$ cat config.mk
export PLATFORM = sky130hd
export DESIGN_NAME = tilelink_ul_arbiter
export DESIGN_NICKNAME = d
export VERILOG_FILES = /design/src/rtl/tilelink_ul_arbiter.sv
export SDC_FILE = /design/constraint.sdc
export NUM_CORES = 1
export LEC_CHECK = 0
export ABC_AREA = 1
export CORE_AREA = 4 4 150 152
export DETAILED_ROUTE_END_ITERATION = 16
export DIE_AREA = 0 0 154 156
export GPL_TIMING_DRIVEN = 0
export PLACE_DENSITY = 0.69
export SKIP_LAST_GASP = 1
export SLEW_MARGIN = 5
export SYNTH_ARGS = -nofsm -noshare
export SYNTH_HDL_FRONTEND = slang
export SYNTH_SLANG_ARGS = --single-unit
$ cat constraint.sdc
create_clock -name clock -period 4.93 [get_ports clock]
set_clock_uncertainty 0.05 [all_clocks]
set_input_delay 0.986 -clock clock [delete_from_list [all_inputs] [get_ports clock]]
set_output_delay 0.986 -clock clock [all_outputs]
set_load 0.005 [all_outputs]
$ cat src/rtl/tilelink_ul_arbiter.sv
`default_nettype none
// ============================================================================
// Module   : tilelink_ul_arbiter
// Brief    : Two-master to one-slave TileLink-UL arbiter, round-robin grant,
//            ownership held across all A and D beats of one transaction.
// Revision : 1.0 - initial release
// ============================================================================
module tilelink_ul_arbiter #(
    parameter int DATA_W = 32,
    parameter int CNT_W  = 16
) (
    input  logic                  clock,
    input  logic                  reset,

    input  logic                  m0_a_valid,
    output logic                  m0_a_ready,
    input  logic [2:0]            m0_a_bits_opcode,
    input  logic [2:0]            m0_a_bits_param,
    input  logic [3:0]            m0_a_bits_size,
    input  logic                  m0_a_bits_source,
    input  logic [31:0]           m0_a_bits_address,
    input  logic [DATA_W/8-1:0]   m0_a_bits_mask,
    input  logic [DATA_W-1:0]     m0_a_bits_data,
    input  logic                  m0_d_ready,
    output logic                  m0_d_valid,
    output logic [2:0]            m0_d_bits_opcode,
    output logic [1:0]            m0_d_bits_param,
    output logic [3:0]            m0_d_bits_size,
    output logic                  m0_d_bits_source,
    output logic                  m0_d_bits_sink,
    output logic [DATA_W-1:0]     m0_d_bits_data,
    output logic                  m0_d_bits_error,

    input  logic                  m1_a_valid,
    output logic                  m1_a_ready,
    input  logic [2:0]            m1_a_bits_opcode,
    input  logic [2:0]            m1_a_bits_param,
    input  logic [3:0]            m1_a_bits_size,
    input  logic                  m1_a_bits_source,
    input  logic [31:0]           m1_a_bits_address,
    input  logic [DATA_W/8-1:0]   m1_a_bits_mask,
    input  logic [DATA_W-1:0]     m1_a_bits_data,
    input  logic                  m1_d_ready,
    output logic                  m1_d_valid,
    output logic [2:0]            m1_d_bits_opcode,
    output logic [1:0]            m1_d_bits_param,
    output logic [3:0]            m1_d_bits_size,
    output logic                  m1_d_bits_source,
    output logic                  m1_d_bits_sink,
    output logic [DATA_W-1:0]     m1_d_bits_data,
    output logic                  m1_d_bits_error,

    output logic                  s_a_valid,
    input  logic                  s_a_ready,
    output logic [2:0]            s_a_bits_opcode,
    output logic [2:0]            s_a_bits_param,
    output logic [3:0]            s_a_bits_size,
    output logic [1:0]            s_a_bits_source,
    output logic [31:0]           s_a_bits_address,
    output logic [DATA_W/8-1:0]   s_a_bits_mask,
    output logic [DATA_W-1:0]     s_a_bits_data,
    input  logic                  s_d_valid,
    output logic                  s_d_ready,
    input  logic [2:0]            s_d_bits_opcode,
    input  logic [1:0]            s_d_bits_param,
    input  logic [3:0]            s_d_bits_size,
    input  logic [1:0]            s_d_bits_source,
    input  logic                  s_d_bits_sink,
    input  logic [DATA_W-1:0]     s_d_bits_data,
    input  logic                  s_d_bits_error,

    output logic                  owner,
    output logic                  busy,
    output logic                  protocol_err
);
    localparam int LG_BEAT = $clog2(DATA_W / 8);

    localparam logic [1:0] S_IDLE    = 2'd0;
    localparam logic [1:0] S_A_BEATS = 2'd1;
    localparam logic [1:0] S_D_BEATS = 2'd2;

    logic [1:0]       state_q, state_d;
    logic             prio_q, prio_d;
    logic             owner_q, owner_d;
    logic [CNT_W-1:0] a_left_q, a_left_d;
    logic [CNT_W-1:0] d_left_q, d_left_d;
    logic             perr_q, perr_d;

    function automatic logic [CNT_W-1:0] beats(input logic [3:0] size);
        if (size <= 4'(LG_BEAT)) beats = CNT_W'(1);
        else                     beats = CNT_W'(1) << (size - 4'(LG_BEAT));
    endfunction

    logic             w_win, w_sel, w_a_open, w_dsel;
    logic             w_a_fire, w_d_fire, w_d_count, w_stray;
    logic [CNT_W-1:0] w_a_beats, w_d_beats;

    assign w_win    = (m0_a_valid && m1_a_valid) ? prio_q : m1_a_valid;
    assign w_sel    = (state_q == S_IDLE) ? w_win : owner_q;
    assign w_a_open = (state_q != S_D_BEATS);

    assign s_a_valid  = !reset && w_a_open && (w_sel ? m1_a_valid : m0_a_valid);
    assign m0_a_ready = !reset && w_a_open && !w_sel && s_a_ready;
    assign m1_a_ready = !reset && w_a_open &&  w_sel && s_a_ready;

    assign s_a_bits_opcode  = w_sel ? m1_a_bits_opcode  : m0_a_bits_opcode;
    assign s_a_bits_param   = w_sel ? m1_a_bits_param   : m0_a_bits_param;
    assign s_a_bits_size    = w_sel ? m1_a_bits_size    : m0_a_bits_size;
    assign s_a_bits_source  = {w_sel, (w_sel ? m1_a_bits_source : m0_a_bits_source)};
    assign s_a_bits_address = w_sel ? m1_a_bits_address : m0_a_bits_address;
    assign s_a_bits_mask    = w_sel ? m1_a_bits_mask    : m0_a_bits_mask;
    assign s_a_bits_data    = w_sel ? m1_a_bits_data    : m0_a_bits_data;

    // D responses are steered purely by the tag, independent of arbiter state.
    assign w_dsel     = s_d_bits_source[1];
    assign m0_d_valid = !reset && s_d_valid && !w_dsel;
    assign m1_d_valid = !reset && s_d_valid &&  w_dsel;
    assign s_d_ready  = !reset && (w_dsel ? m1_d_ready : m0_d_ready);

    assign m0_d_bits_opcode = s_d_bits_opcode;
    assign m0_d_bits_param  = s_d_bits_param;
    assign m0_d_bits_size   = s_d_bits_size;
    assign m0_d_bits_source = s_d_bits_source[0];
    assign m0_d_bits_sink   = s_d_bits_sink;
    assign m0_d_bits_data   = s_d_bits_data;
    assign m0_d_bits_error  = s_d_bits_error;
    assign m1_d_bits_opcode = s_d_bits_opcode;
    assign m1_d_bits_param  = s_d_bits_param;
    assign m1_d_bits_size   = s_d_bits_size;
    assign m1_d_bits_source = s_d_bits_source[0];
    assign m1_d_bits_sink   = s_d_bits_sink;
    assign m1_d_bits_data   = s_d_bits_data;
    assign m1_d_bits_error  = s_d_bits_error;

    assign w_a_fire  = s_a_valid && s_a_ready;
    assign w_d_fire  = s_d_valid && s_d_ready;
    assign w_d_count = w_d_fire && (state_q == S_D_BEATS) && (w_dsel == owner_q);
    assign w_stray   = w_d_fire && !w_d_count;

    assign w_a_beats = (s_a_bits_opcode <= 3'd3) ? beats(s_a_bits_size) : CNT_W'(1);
    assign w_d_beats = (s_a_bits_opcode >= 3'd2 && s_a_bits_opcode <= 3'd4)
                       ? beats(s_a_bits_size) : CNT_W'(1);

    always_comb begin
        state_d  = state_q;
        prio_d   = prio_q;
        owner_d  = owner_q;
        a_left_d = a_left_q;
        d_left_d = d_left_q;
        perr_d   = perr_q | w_stray;
        case (state_q)
            S_IDLE: begin
                if (w_a_fire) begin
                    owner_d  = w_sel;
                    // D count is taken from the first beat and parked until A completes.
                    d_left_d = w_d_beats;
                    if (w_a_beats > CNT_W'(1)) begin
                        state_d  = S_A_BEATS;
                        a_left_d = w_a_beats - CNT_W'(1);
                    end else begin
                        state_d  = S_D_BEATS;
                    end
                end
            end
            S_A_BEATS: begin
                if (w_a_fire) begin
                    a_left_d = a_left_q - CNT_W'(1);
                    if (a_left_q == CNT_W'(1)) state_d = S_D_BEATS;
                end
            end
            S_D_BEATS: begin
                if (w_d_count) begin
                    d_left_d = d_left_q - CNT_W'(1);
                    if (d_left_q == CNT_W'(1)) begin
                        state_d = S_IDLE;
                        prio_d  = ~owner_q;
                    end
                end
            end
            default: state_d = S_IDLE;
        endcase
    end

    always_ff @(posedge clock) begin
        if (reset) begin
            state_q  <= S_IDLE;
            prio_q   <= 1'b0;
            owner_q  <= 1'b0;
            a_left_q <= '0;
            d_left_q <= '0;
            perr_q   <= 1'b0;
        end else begin
            state_q  <= state_d;
            prio_q   <= prio_d;
            owner_q  <= owner_d;
            a_left_q <= a_left_d;
            d_left_q <= d_left_d;
            perr_q   <= perr_d;
        end
    end

    assign owner        = owner_q;
    assign busy         = (state_q != S_IDLE);
    assign protocol_err = perr_q;
endmodule
`default_nettype wire

## Yosys cells after proc, flatten, opt, wreduce, memory -nomap -nowiden

Cells that the tools add are included.

| cells by class | value |
|---|---|
| divide/modulo/power cells | 0 |
| order comparisons | 5 |
| equal/unequal tests | 12 |
| $add $sub $neg | 4 |
| bitwise logic cells | 2 |
| muxes and demuxes | 28 |
| multipliers | 0 |
| shifts and indexed selects | 1 |
| reduce and logical (&&, ||, !) cells | 30 |

Operators by type and width:

| operator | count |
|---|---|
| $mux W16 | 8 |
| $mux W32 | 2 |
| $pmux W16 S2 | 2 |
| $sub A16 B1 Y16 const B | 3 |
| $eq A16 B1 Y1 const B | 2 |
| $logic_and A1 B1 Y1 | 17 |
| $gt A16 B1 Y1 const B | 1 |
| $shl A1 B4 Y16 const A | 1 |
| $mux W2 | 6 |
| $ne A2 B2 Y1 const B | 5 |
| $mux W4 | 2 |
| $mux W3 | 2 |
| $pmux W2 S3 | 1 |
| $reduce_and A3 Y1 | 2 |
| $reduce_bool A2 Y1 | 3 |
| $mux W1 | 5 |
| $reduce_and A5 Y1 | 1 |
| $le A4 B2 Y1 const B | 1 |
| $logic_not A1 Y1 | 4 |
| $ne A2 B1 Y1 const B | 2 |
| $reduce_and A4 Y1 | 1 |
| $sub A4 B2 Y4 const B | 1 |
| $ge A3 B2 Y1 const B | 1 |
| $le A3 B2 Y1 const B | 1 |
| other kinds (8) | 8 |

| word-level totals | value |
|---|---|
| latch bits | 0 |
| register bits | 37 |
| word-level logic and storage cells | 88 |
| memory bits (writable) | 0 |
| output and inout bits | 177 |
| memories kept | 0 |
| input bits | 211 |
| ROM bits | 0 |

## Depth between registers and ports, before layout

Gate-level depths: netlist of the first run.

| logic depth | value |
|---|---|
| word-level depth | 12 |
| depth in mapped cells | 25 |
| mapped depth without buffers | 23 |

## Worst setup path before layout of the first run

OpenSTA, ideal clock, no wires.

| timing path | value |
|---|---|
| path type | input to register |
| start | in m0_a_valid |
| end | reg a_left_q[13] |
| stages | 23 |
| buffers on the path | 2 |
| arrival | 3,007 ps |
| slack | 1,760 ps |
| required time | 4,767 ps |
| setup time | 113 ps |
| cell sequence | nand2_1 -> nand2_1 -> nand2_1 -> nand2_2 -> nand2_1 -> nand2_4 -> buf_6 -> nand2_2 -> nor2_1 -> nor2_1 -> ha_1 -> inv_1 -> nor2_2 -> nand2_1 -> nand2_1 -> nand2_2 -> nand2_2 -> nand2_4 -> nand2_4 -> buf_6 -> nand2_1 -> nand2_1 -> nor2_1 |

| on the way | value |
|---|---|
| word-level cells in the longest chain between the ends | 12 |
| elaborated cells between the ends (all ways) | 23 |
| those cells by class | add/sub: 2; order compare: 3; eq/ne: 3; shift: 1; mux: 10; reduce/logical: 4 |

Ends and longest elaborated chain:

| element | line | source |
|---|---|---|
| start: declaration | 15 | `input logic m0_a_valid,` |
| $logic_and A1 B1 Y1 | 98 | `assign w_win = (m0_a_valid && m1_a_valid) ? prio_q : m1_a_valid;` |
| $mux W1 | 98 |  |
| $mux W1 | 99 | `assign w_sel = (state_q == S_IDLE) ? w_win : owner_q;` |
| $mux W4 | 108 | `assign s_a_bits_size = w_sel ? m1_a_bits_size : m0_a_bits_size;` |
| $sub A4 B2 Y4 | 91 | `else beats = CNT_W'(1) << (size - 4'(LG_BEAT));` |
| $shl A1 B4 Y16 | 91 |  |
| $mux W16 | 90 | `if (size <= 4'(LG_BEAT)) beats = CNT_W'(1);` |
| $mux W16 | 140 | `assign w_a_beats = (s_a_bits_opcode <= 3'd3) ? beats(s_a_bits_size) : CNT_W'(1);` |
| $sub A16 B1 Y16 | 159 | `a_left_d = w_a_beats - CNT_W'(1);` |
| $mux W16 | 157 | `if (w_a_beats > CNT_W'(1)) begin` |
| $mux W16 | 153 | `if (w_a_fire) begin` |
| $pmux W16 S2 | 151 | `case (state_q)` |
| end signal: assignment | 196 | `a_left_q <= a_left_d;` |
| end: declaration | 85 | `logic [CNT_W-1:0] a_left_q, a_left_d;` |

Parallel ways exist; a longest one is shown, timed or not. The select of a mux whose other input is x is not followed.
A chain may end at the register's enable or synchronous reset.

## Worst setup path in the final report of the first run

| timing path | value |
|---|---|
| start | in m0_a_valid |
| end | out s_a_bits_address[7] |

| on the way | value |
|---|---|
| word-level cells in the longest chain between the ends | 4 |

Ends and longest elaborated chain:

| element | line | source |
|---|---|---|
| $logic_and A1 B1 Y1 | 98 |  |
| $mux W1 | 98 |  |
| $mux W1 | 99 |  |
| $mux W32 | 110 | `assign s_a_bits_address = w_sel ? m1_a_bits_address : m0_a_bits_address;` |
| end: declaration | 59 | `output logic [31:0] s_a_bits_address,` |

Every way passes these cells.

==> results of run 1 <==
cell type report:
type	instances	area, µm²	share of cell area, %
multi-input cells	599	2790	32.4
flip-flops and latches	37	741	8.63
inverters	77	294	3.42
clock buffers	5	125	1.46
plain buffers	119	813	9.47
diodes	2	5.00	0.0583
clock inverters	3	46.3	0.539
repair buffers	343	3430	40.0
well taps	275	344	4.01
worst max-delay path, cell delays in order:
cell	delay, ns
clkdlybuf4s50_1	0.49
nand2_1	0.11
nand2_1	0.08
nand2_1	0.09
nand2_2	0.15
clkbuf_1	0.47
buf_1	0.43
nand2_1	0.22
nand2_1	0.11
clkdlybuf4s50_1	0.54
stage by stage:
stage / area [µm²] / TNS [ns]
6_report: 8590 / 0
4_1_cts: 8580 / 0
3_5_place_dp: 8410 / -0.143
5_1_grt: 8580 / 0
2_1_floorplan: 4630 / 0
3_3_place_gp: 8410 / -0.0712
flip-flops by register name, summed over array words and instances, names as in the netlist:
| register | cells |
|---|---|
| state_q | 2 |
| protocol_err | 1 |
| d_left_q | 16 |
| a_left_q | 16 |
| owner | 1 |
| prio_q | 1 |
power by group through the flow:
stage | registers (mW) | clock network (mW) | logic, mW
floorplan | 0.381 | 0 | 1.12
CTS | 0.383 | 0.381 | 2.27
global route | 0.390 | 0.391 | 2.48
finish | 0.384 | 0.376 | 2.28
detailed placement | 0.389 | 0 | 2.26
global placement | 0.388 | 0 | 2.25
worst paths after layout:
| kind | slack [ns] | from | end |
|---|---|---|---|
| setup / recovery | 0.20 | m0_a_valid | s_a_bits_address[7] |
| hold / removal | 0.43 | protocol_err$_SDFF_PP0_ | protocol_err$_SDFF_PP0_ |
| setup reg to reg | 1.68 | state_q[0]$_SDFFE_PP0P_ | a_left_q[10]$_SDFFE_PP0P_ |
| hold reg to reg | 0.43 | protocol_err$_SDFF_PP0_ | protocol_err$_SDFF_PP0_ |
placed cells by master, fill, tap and decap left out, types with 7 or more instances in the layout:
| master | instances |
|---|---|
| a21oi_1 | 26 |
| clkbuf_1 | 17 |
| o21ai_0 | 39 |
| o211ai_1 | 7 |
| nand2_2 | 10 |
| xor2_1 | 7 |
| nand2_4 | 8 |
| buf_4 | 90 |
| nor2_1 | 84 |
| nand3_1 | 43 |
| dfxtp_1 | 37 |
| nor3_1 | 12 |
| clkdlybuf4s50_1 | 343 |
| nand2_1 | 311 |
| inv_1 | 71 |
logic make-up after synthesis:
kind of cell / share of synthesized area (%)
and+or+nand+nor: 45.7
AOI/OAI and AO/OA: 11.3
adders and majority gates: 1.62
DFF: 16.0
buffers and inverters: 23.9
xor gates and xnor gates: 1.51
per-layer routing:
layer  up-vias  wire length, µm  track usage, %
met5         -               28               0
met4         4              480            3.99
met3        28             3250            8.10
met2       340            11700            33.3
met1      2782            10400            24.7
li1       3216                -               -
repair_timing:
action	in CTS	in global routing
gates resized for setup	1	0
setup endpoints to repair	4	0
endpoints found under the hold margin	0	0
==> flow_summary.toml, run 1 <==
[run_status]
status = "finished, final reports clean"

[sta]
fin_ws_ns = 0.201
min_period_ns = 4.73
hold-worst-slack_ns = 0.434
hold_viol_final = 0
max_slew_margin_pct = 42.7
tightestPinTransition_ns = 0.860
fmax_ghz = 0.211
layout_worst_path_cycle_share_pct = 95.9
slew_violations = 0
rsz0062_at_grt = "false"
setup_violations = 0

[global_routing]
gr-usage-all-layers_pct = 20.1
grt_pass1_wl_um = 36900
grt_max_degree = 14
antenna_found_initial = 2
grt_overflow = 0
grt_pass1_vias = 6118

[synthesis]
yosys.area.top_type = "nand2_1"
synth_seq_area_share_pct = 16.0
ys_types = 41
synth_area_leaders = "nand2_1 25%, dfxtp_1 16%, buf_4 15%"
yosysWarnings = 0
synth_area_mm2 = 0.00463
synth_flop_cell = "dfxtp_1"
ys_ff_latch = 37
synth.most_common_cell = "nand2_1"
synth_edf_count = 0
async_reset_ff_share_pct = 0
syn_area_per_cell_um2 = 5.57
synth_common_cells = "311 x nand2_1, 90 x buf_4, 84 x nor2_1"
netlist_instances = 832
netlist.area_leader.share_pct = 25.2
synth_fp_nets = 1049

[placed_design]
place_ws_ns = -0.0663
place_congestion = 0.915
port_buffers = 343
post-place-cells = 1450
dpl.hpwl_um = 22900

[routing]
ant_nets = 0
viasPerCell = 4.36
drcViolationCount = 0
vias = 6370
drt_first_iter_violations = 321
wirelength_um = 25900
drt-pass1-iter-count = 5
wire_per_inst_um = 17.7

[worst_setup_path]
startpoint_type = "input pin"
critical_path_class = "in -> out"
r2r_cells = 21
cp_max_fo = 10
end_kind = "output pin"
cp.required_ns = 3.89
cp_data_arrival_time_ns = 3.69

[power_and_ir_drop]
seq_power_share_pct = 12.6
pwr-share-clk_pct = 12.4
p_sw_mw = 1.44
powerDensity_mw_per_mm2 = 354
p_total_mw = 3.04
p_int_mw = 1.60
switching_share_pct = 47.4
p_comb_share_pct = 75.0
ir_worst_vdd_mv = 0.145
cellLeakagePower_nw = 4.10

[layout]
num-fill-cells = 2227
nNetsFinal = 1399
fin_cells = 1460
area_growth_pct = 85.4
final_util_pct = 40.8
drive_gt1_share_pct = 12.3

[clocking]
cts.clk_slew.worst_paths_ns = 0.06
ctsRootBufferMaster = "clkbuf_16"
numCtsBuffers = 5
h-tree-depth = 2
cts.sinks = 37
cts_hold_buf = 0
post-cts-setup-buffers = 0
clk_latency_ns = 0.29
cts_tree = "built"
clockBufferDepth = 2

[floorplan]
die_w_um = 154
die_h_um = 156
initial_utilization_pct = 22.0
die-area_mm2 = 0.0240
rows = 53
coreArea_mm2 = 0.0210
io_pins = 388

[worst_hold_path]
holdPathStages = 2
hold_class = "reg -> reg"

[run]
drv_cap = 0
No activity file was read; power rests on OpenSTA's default activity.
==> inputs of run 2 (changes only) <==
HOLD_SLACK_MARGIN = 0.15   (was default)
==> results of run 2 <==
No change in the layout: final DEF, timing and power equal those of run 1.
==> inputs of run 3 (changes only) <==
PLACE_DENSITY = default   (was 0.69)
PLACE_DENSITY_LB_ADDON = 0.3   (was default)
SLEW_MARGIN = default   (was 5)
==> flow_summary.toml, run 3 (synthesized netlist as in run 1, its figures left out) <==
[clocking]
cts_resized = 0
cts_tree = "built"
numCtsBuffers = 5
post-cts-setup-buffers = 0
cts_hold_buf = 0
cts.clk_slew.worst_paths_ns = 0.06
cts.sinks = 37
clk_latency_ns = 0.28
h-tree-depth = 2
clockBufferDepth = 2
ctsRootBufferMaster = "clkbuf_16"

[routing]
drcViolationCount = 0
wire_per_inst_um = 17.6
viasPerCell = 4.31
drt-pass1-iter-count = 5
drt_first_iter_violations = 425
wirelength_um = 25700
vias = 6296
ant_nets = 0

[worst_setup_path]
cpMostUsedCell = "nand2_1"
critPathMaxStageDelay_ns = 0.62
path_cells = "clkdlybuf4s50_1 > nand2_1 > nand2_1 > nand2_1 > nand2_2 > clkbuf_1 > clkbuf_1 > nand2_1 > nand2_1 > clkdlybuf4s50_1"
startpoint_type = "input pin"
r2r_cells = 22
cp_top_family = "buffers and inverters"
cp_data_arrival_time_ns = 3.64
cp_slowest_cell = "clkdlybuf4s50_1"
critical_path_class = "in -> out"
cp_num_cells = 10
cp_max_fo = 10
critPathBufInv = 4
cp.required_ns = 3.89
end_kind = "output pin"

[global_routing]
antenna_found_initial = 5
gr-usage-all-layers_pct = 20.0
grt_pass1_vias = 6021
grt_overflow = 0
grt_max_degree = 13
grt_pass1_wl_um = 36700

[layout]
mostFrequentLayoutCells = "343 x clkdlybuf4s50_1, 311 x nand2_1, 90 x buf_4"
nNetsFinal = 1399
drive_gt1_share_pct = 12.3
area_growth_pct = 85.8
num-fill-cells = 2189
reg_top3 = "a_left_q x16, d_left_q x16, state_q x2"
final_common_cell = "clkdlybuf4s50_1"
fin_cells = 1460
final_util_pct = 40.9

[power_and_ir_drop]
cellLeakagePower_nw = 4.11
ir_worst_vdd_mv = 0.163
powerDensity_mw_per_mm2 = 356

[floorplan]
die_w_um = 154
coreArea_mm2 = 0.0210
initial_utilization_pct = 22.0
rows = 53
die-area_mm2 = 0.0240
io_pins = 388
die_h_um = 156

[sta]
hold_viol_final = 0
slew_violations = 0
rsz0062_at_grt = "false"
fmax_ghz = 0.214
tightestPinTransition_ns = 0.721
min_period_ns = 4.68
max_slew_margin_pct = 51.9
layout_worst_path_cycle_share_pct = 94.9
fin_setup_tns_ns = 0
setup_violations = 0

[placed_design]
post-place-cells = 1450
place_congestion = 0.927
dpl.hpwl_um = 22600
port_buffers = 343

[run]
drv_cap = 0

[worst_hold_path]
hold_class = "reg -> reg"
holdPathStages = 2

[run_status]
status = "finished, final reports clean"
## run 3: cell count changes in the layout (fill, tap and decap cells not counted)
cell / before / now
bufinv_16: 1 / 2
clkinvlp_4: 1 / 0
clkinv_4: 1 / 0
clkinv_2: 0 / 1
## run 3: area by class of cell
| cell class | count | area, µm² | area share, % |
|---|---|---|---|
| inverter | 77 | 294 | 3.42 |
| clock buffer | 5 | 125 | 1.45 |
| antenna | 2 | 5.00 | 0.0582 |
| multi-input combinational | 599 | 2790 | 32.4 |
| clock inverter | 3 | 65.1 | 0.756 |
| sequential | 37 | 741 | 8.61 |
| tap | 275 | 344 | 4.00 |
| timing repair buffer | 343 | 3430 | 39.9 |
| buffer | 119 | 813 | 9.45 |
## run 3: through the flow
| step | hold WS (ns) | power, mW | setup WS (ns) | instance area, µm² |
|---|---|---|---|---|
| after detailed placement | 0.432 | 2.64 | 0.0644 | 8410 |
| after global placement | 0.420 | 2.63 | 0.114 | 8410 |
| final | 0.449 | 3.06 | 0.254 | 8610 |
| after floorplan | 0.411 | 1.50 | 1.76 | 4630 |
| after global routing | 0.463 | 3.29 | 0.00254 | 8600 |
| after CTS | 0.449 | 3.07 | 0.0698 | 8600 |
## run 3: where the power goes
part	switching, mW	internal, mW	leakage (nW)	total, mW
Sequential	0.0399	0.344	0.301	0.384
Clock	0.132	0.289	0.0938	0.421
Combinational	1.24	1.01	3.72	2.26
Total	1.41	1.65	4.11	3.06
## run 3: worst paths after layout
check / startpoint / endpoint / slack [ns]
hold reg to reg: a_left_q[4]$_SDFFE_PP0P_ / a_left_q[4]$_SDFFE_PP0P_ / 0.45
setup reg to reg: state_q[0]$_SDFFE_PP0P_ / a_left_q[7]$_SDFFE_PP0P_ / 1.73
setup / recovery: m0_a_valid / s_a_bits_mask[1] / 0.25
hold / removal: a_left_q[4]$_SDFFE_PP0P_ / a_left_q[4]$_SDFFE_PP0P_ / 0.45
## run 3: tightest hold or removal path: stages (launching register included)
cell,delay (ns)
dfxtp_1,0.33
nand2_1,0.07
a21oi_1,0.05
## run 3: per-layer routing
layer	vias up	part of all wire, %	track usage [%]
met5	-	0.18	0
met3	26	11	8.65
met4	8	1.4	2.78
li1	3213	-	-
met2	280	46	33.3
met1	2769	41	24.6
